--- src/rtl/mux4_rr_arbiter.sv ---
// Four-way round-robin arbiter with burst allowance feeding a single-entry
// valid/ready output register that carries the selected word and its source index.
module mux4_rr_arbiter #(
  parameter int W     = 2,
  parameter int BURST = 1
) (
  input  logic         clk,
  input  logic         rst,
  input  logic [3:0]   req,
  input  logic [W-1:0] din0,
  input  logic [W-1:0] din1,
  input  logic [W-1:0] din2,
  input  logic [W-1:0] din3,
  output logic [3:0]   ack,
  output logic         out_valid,
  input  logic         out_ready,
  output logic [W-1:0] out_data,
  output logic [1:0]   out_sel,
  output logic         busy
);

  localparam int CW = $clog2(BURST) + 1;
  localparam logic [CW-1:0] BMAX = CW'(BURST - 1);

  typedef enum logic {EMPTY, FULL} state_t;

  state_t         state, state_nx;
  logic [1:0]     last_grant;
  logic [CW-1:0]  burst_cnt;
  logic [1:0]     g;
  logic [1:0]     idx;
  logic [3:0]     others;
  logic           keep;
  logic           found;
  logic           can_load;
  logic           load;
  logic [W-1:0]   din_g;

  // burst_cnt never exceeds BMAX, so "!= BMAX" is the "< BURST-1" test
  always_comb begin
    others             = req;
    others[last_grant] = 1'b0;
    keep  = req[last_grant] && ((burst_cnt != BMAX) || (others == 4'b0000));
    g     = last_grant;
    idx   = last_grant;
    found = 1'b0;
    if (!keep) begin
      for (int unsigned k = 1; k <= 4; k++) begin
        idx = last_grant + 2'(k);
        if (!found && req[idx]) begin
          g     = idx;
          found = 1'b1;
        end
      end
    end
  end

  always_comb begin
    case (g)
      2'd0:    din_g = din0;
      2'd1:    din_g = din1;
      2'd2:    din_g = din2;
      default: din_g = din3;
    endcase
  end

  assign can_load  = (state == EMPTY) || out_ready;
  assign load      = can_load && (|req) && !rst;
  assign ack       = load ? (4'b0001 << g) : 4'b0000;
  assign out_valid = (state == FULL);
  assign busy      = out_valid;

  always_comb begin
    state_nx = state;
    if (load)
      state_nx = FULL;
    else if ((state == FULL) && out_ready)
      state_nx = EMPTY;
  end

  always_ff @(posedge clk) begin
    if (rst) begin
      state      <= EMPTY;
      out_data   <= '0;
      out_sel    <= '0;
      last_grant <= 2'd3;
      burst_cnt  <= '0;
    end else begin
      state <= state_nx;
      if (load) begin
        out_data   <= din_g;
        out_sel    <= g;
        last_grant <= g;
        if (g == last_grant)
          burst_cnt <= (burst_cnt != BMAX) ? burst_cnt + 1'b1 : BMAX;
        else
          burst_cnt <= '0;
      end
    end
  end

endmodule

--- config.mk ---
export PLATFORM = sky130hd
export DESIGN_NAME = mux4_rr_arbiter
export DESIGN_NICKNAME = d
export VERILOG_FILES = /design/src/rtl/mux4_rr_arbiter.sv
export SDC_FILE = /design/constraint.sdc
export NUM_CORES = 1
export LEC_CHECK = 0
export CORE_UTILIZATION = 30
export DETAILED_ROUTE_END_ITERATION = 10
export GPL_ROUTABILITY_DRIVEN = 1
export HOLD_SLACK_MARGIN = 0.05
export PLACE_DENSITY_LB_ADDON = 0.12
export SETUP_SLACK_MARGIN = 0.2
export SKIP_CTS_REPAIR_TIMING = 1
export SLEW_MARGIN = 0
export SYNTH_ARGS = -nofsm -noshare
export SYNTH_HDL_FRONTEND = slang
export SYNTH_SLANG_ARGS = --single-unit
--- constraint.sdc ---
create_clock -name clk -period 2.97 [get_ports clk]
set_input_delay 0.594 -clock clk [delete_from_list [all_inputs] [get_ports clk]]
set_output_delay 0.594 -clock clk [all_outputs]
set_load 0.05 [all_outputs]
Yosys cells after proc, flatten, opt, wreduce, memory -nomap -nowiden
Index checks and enable logic that the tools add are counted.
W data, S select, Z words.

storage, ports and cells
  register bits = 8
  output and inout port bits = 10
  logic and storage cells = 66

operators by class
  add/sub/neg operators = 4
  magnitude comparators = 5
  equality and inequality tests = 3
  shift operators = 1
  multiplexer cells = 27
  bitwise gates (word level) = 3
  reduce and logical (&&, ||, !) cells = 18

operators by type and width
  cell                   number
  $mux W1                15
  $lt A2 B3 Y1 const B   4
  $mux W2                5
  $bmux W1 S2            4
  $logic_and A1 B1 Y1    8
  $pmux W2 S3            1
  $add A2 B2 Y2 const B  2
  $and A4 B4 Y4          1
  $logic_not A1 Y1       4
  $logic_not A4 Y1       1
  $mux W4                1
  $not A4 Y4             1
  $reduce_or A4 Y1       1
  $shl A1 B2 Y4 const A  1
  $add A2 B1 Y2 const B  1
  $demux W1 S2           1
  $eq A2 B1 Y1 const B   1
  $eq A2 B2 Y1           1
  $eq A2 B2 Y1 const B   1
  $ge A2 B1 Y1 const B   1
  $logic_not A2 Y1       1
  $logic_or A1 B1 Y1     2
  $reduce_bool A2 Y1     1
  $add A1 B1 Y1 const B  1
  $not A1 Y1             1

Depth between registers and ports, before layout
  depth in word-level cells = 24
  gate-level depth with buffers = 11
  gate-level depth less buffers = 9

Worst setup path before layout
Ideal clock, no wire load.

  path kind = flip-flop to output port
  start point = register last_grant[0]
  end point = output port ack[3]
  data arrival time = 3.524 ns
  required time = 2.376 ns
  path slack = -1.148 ns
  cell stages (with the launch flop) = 10
  buffers on the path = 2
  cells stage by stage = dfxtp_1 -> buf_6 -> buf_6 -> inv_1 -> ha_1 -> mux4_2 -> a211o_1 -> o211ai_1 -> o31ai_2 -> nor4_1

on the way
  word-level cells in the longest chain between the ends = 19
  elaborated cells between the ends (all ways) = 40
  those cells by class = 3 x add/sub; 2 x order compare; 1 x shift; 22 x mux; 2 x bitwise; 10 x reduce/logical

RTL lines
  item                           RTL line  source
  start: declaration             28        logic [1:0] last_grant;
  start signal: assignment       93        last_grant <= g;
  $add A2 B1 Y2                  49        idx = last_grant + 2'(k);
  $bmux W1 S2                    50        if (!found && req[idx]) begin
  $mux W1 (implied by the code)  50
  $mux W1                        50
  $mux W1                        47        if (!keep) begin
  $logic_not A1 Y1               50
  $logic_and A1 B1 Y1            50
  $mux W1                        50
  (+3 left out)                  --
  $mux W1                        50
  $mux W1                        47
  $logic_not A1 Y1               50
  $logic_and A1 B1 Y1            50
  $mux W2                        50
  $mux W2 (*)                    47
  $shl A1 B2 Y4 (*)              69        assign ack = load ? (4'b0001 << g) : 4'b0000;
  $mux W4 (*)                    69
  end: declaration               14        output logic [3:0] ack,

Mark *: on every way between the ends. The rest lies on a longest branch, timed or not. The select of a mux whose other input is x is not followed.

Final worst setup path
  start point = register last_grant[0]
  end point = output port ack[0]

The elaborated chain is that of the path after synthesis.

==> results_dict.tcl <==
set metrics [dict create \
    status "complete, but fails checks" \
    violations "setup timing" \
    p_seq_share_pct 10.6 \
    routed-wl-met2_mm 1.094 \
    postSynthAreaPerCell_um2 8.959 \
    hpwlAfterDp_mm 1.730 \
    yosys_warnings 0 \
    vias_per_cell 4.982 \
    max_freq_mhz 320.7 \
    maxSlewHeadroom_pct 66.37 \
    ctsRootBufferMaster "clkbuf_4" \
    clk_pin_slew_ns 0.06 \
    vias 827 \
    grt_use_total_pct 17.30 \
    switchingPower_uw 770.4 \
    drt_iter0_markers 8 \
    cts-buffers-inserted 3 \
    maxCapViolations 0 \
    synth-seq-cells 7 \
    multi_input_area_um2 609.3 \
    fin_crit_sh_pct 105.0 \
    diodes 0 \
    dieArea_um2 2620 \
    num_io_pins 25 \
    setup_violations 4 \
    routed_wl_mm 2.085 \
    end_kind "output port" \
    grt_max_degree 9 \
    period_minus_slack_ns 3.118 \
    crit_fanout 8 \
    tightest_slew_ns 0.5029 \
    rsz0062_at_grt "true" \
    worstHoldPathCells 2 \
    p_int_uw 937.5 \
    wl_met3_um 41 \
    reg2reg_setup_slack_ns 0.45 \
    area_growth_pct 88.79 \
    routed.top_layer "met4" \
    grt_pass1_vias 794 \
    antenna_found_initial 0 \
    syn_nets 100 \
    synth-edff-count 0 \
    fp-row-count 17 \
    nNetsFinal 158 \
    r2r-start "last_grant[0]" \
    synthCells 81 \
    swShare_pct 45.11 \
    fillers 194 \
    portBuffers 24 \
    die_width_um 51.19 \
    vdd_drop_max_uv 812.0 \
    seq_area_um2 147.6 \
    drtAntennaViolNets 0 \
    gp_congestion 0.8358 \
    place_area_um2 1274 \
    r2r.worst_path.cells 10 \
    clock-sinks 7 \
    firstDrtPassIters 4 \
    grt_pass1_wl_mm 3.360 \
    leakage_uw 0.0006126 \
    met1_length_um 935 \
    clock_latency_ns 0.25 \
    worstReg2RegEnd "out_data[1]" \
    setup_ws_ns -0.1479 \
    htreeDepth 1 \
    ys_seq_area_share_pct 19.31 \
    avgRoutedWirePerCell_um 12.56 \
    cts_tree "yes" \
    crit_required_ns 2.38 \
    holdCritPathClass "reg2reg" \
    worstPathArrival_ns 2.52 \
    fp.dieH_um 51.19 \
    finalInstanceArea_um2 1370 \
    total_power_uw 1708 \
    worstSetupPathType "reg2out" \
    hold_violations 0 \
    min_to "out_sel[1]" \
    hold_path_startpoint "out_sel[1]" \
    clockBufferDepth 2 \
    synthFlopType "dfxtp_1" \
    yosysUniqueCellTypes 33 \
    startpoint_type "register" \
    powerDensity_nw_per_um2 1247 \
    coreArea_um2 2255 \
    async_flop_share_pct 0 \
    p_clk_share_pct 5.1 \
    synth_area_um2 725.7 \
    start_util_pct 32.19 \
    grt_overflow 0 \
    p_comb_share_pct 84.3 \
    fin_worst_skew_ns 0.005414 \
    drc 0 \
    drv_slew 0 \
    drive_gt1_share_pct 44.20 \
]
==> per-stage QoR <==
stage / util (%) / worst slack [ns] / hold slack [ns] / setup TNS [ns] / std cells
after floorplan: - / -0.2314 / 0.5342 / -0.2394 / 81
after global placement: 56.49 / -0.4836 / 0.4490 / -1.737 / 158
after detailed placement: 56.49 / -0.5177 / 0.4492 / -1.898 / 158
after CTS: 57.66 / -0.5473 / 0.4613 / -1.932 / 162
after global routing: 60.77 / -0.2444 / 0.4756 / -0.8112 / 166
final: 60.77 / -0.1479 / 0.4631 / -0.3474 / 166
==> power by group through the flow <==
| stage | combinational (uW) | clock, uW | sequential [uW] |
|---|---|---|---|
| after global placement | 1310 | 0 | 176 |
| after CTS | 1340 | 91.7 | 176 |
| final | 1440 | 87.4 | 182 |
| after global routing | 1540 | 95.3 | 186 |
| after detailed placement | 1330 | 0 | 178 |
| after floorplan | 755 | 0 | 237 |
==> cells in the final DEF (no fill, tap or decap), drive strengths merged, types with 3 or more instances in the layout <==
cell type       n
buf            36
clkdlybuf4s50  16
nand2           9
nor2            7
dfxtp           7
mux2i           6
nor2b           4
dlymetal6s2s    4
inv             4
o211ai          4
ha              4
clkbuf          4
mux4            3
a211o           3
a21oi           3
nor3            3
==> worst max-delay path, cell delays in order (launching register included) <==
cell,delay [ns]
dfxtp_4,0.41
inv_4,0.06
ha_4,0.29
mux4_2,0.34
a211o_1,0.30
o211ai_1,0.28
o31ai_4,0.17
buf_6,0.15
and3_4,0.14
buf_12,0.14
==> worst max-delay path by stage <==
stage	start	to	slack (ns)	cells after the start
6_report	last_grant[0]	ack[0]	-0.15	9
4_1_cts	req[2]	ack[3]	-0.55	7
3_5_place_dp	req[2]	ack[3]	-0.52	7
5_1_grt	last_grant[0]	ack[0]	-0.24	10
2_1_floorplan	last_grant[0]	ack[3]	-0.23	9
3_3_place_gp	req[2]	ack[3]	-0.48	7
==> cell usage after synthesis, types with 2 or more instances <==
library cell / number / area share [%]
dfxtp_1: 7 / 19
ha_1: 4 / 6.9
a211o_1: 3 / 3.6
nor3_1: 3 / 2.1
a211oi_1: 2 / 2.1
nand2b_1: 2 / 1.7
a21oi_1: 3 / 2.1
nor4_1: 2 / 1.7
nor2_1: 7 / 3.6
mux4_2: 2 / 6.2
inv_1: 4 / 2.1
nand2_1: 9 / 4.7
buf_6: 2 / 3.1
a22oi_1: 2 / 2.1
mux2i_1: 5 / 6.9
o211ai_1: 3 / 3.1
a221oi_1: 2 / 2.4
nor2b_1: 4 / 3.4
==> state kept, by name, summed over array words and instances, names as in the netlist <==
name        flops
busy            1
out_data        2
out_sel         2
last_grant      2
==> cell type report <==
class / count / share of cell area (%)
Timing Repair Buffer: 56 / 39.00
Clock buffer: 4 / 1.918
Multi-Input combinational cell: 67 / 44.47
Inverter: 4 / 1.279
Sequential cell: 7 / 10.78
Tap cell: 28 / 2.557
==> cell families after synthesis <==
logic type	share of synthesized area [%]
and+or+nand+nor	22.41
AOI/OAI and AO/OA	22.76
muxes	20.17
buffers and inverters	6.206
DFF	19.31
adders and majority gates	6.897
xor gates and xnor gates	2.242
==> metal layers <==
metal | track usage [%] | up-vias
met5 | 0 | -
met4 | 8.333 | 0
met1 | 20.65 | 393
met3 | 1.190 | 2
li1 | - | 422
met2 | 30.92 | 10
Power figures use the tool's default switching activity.
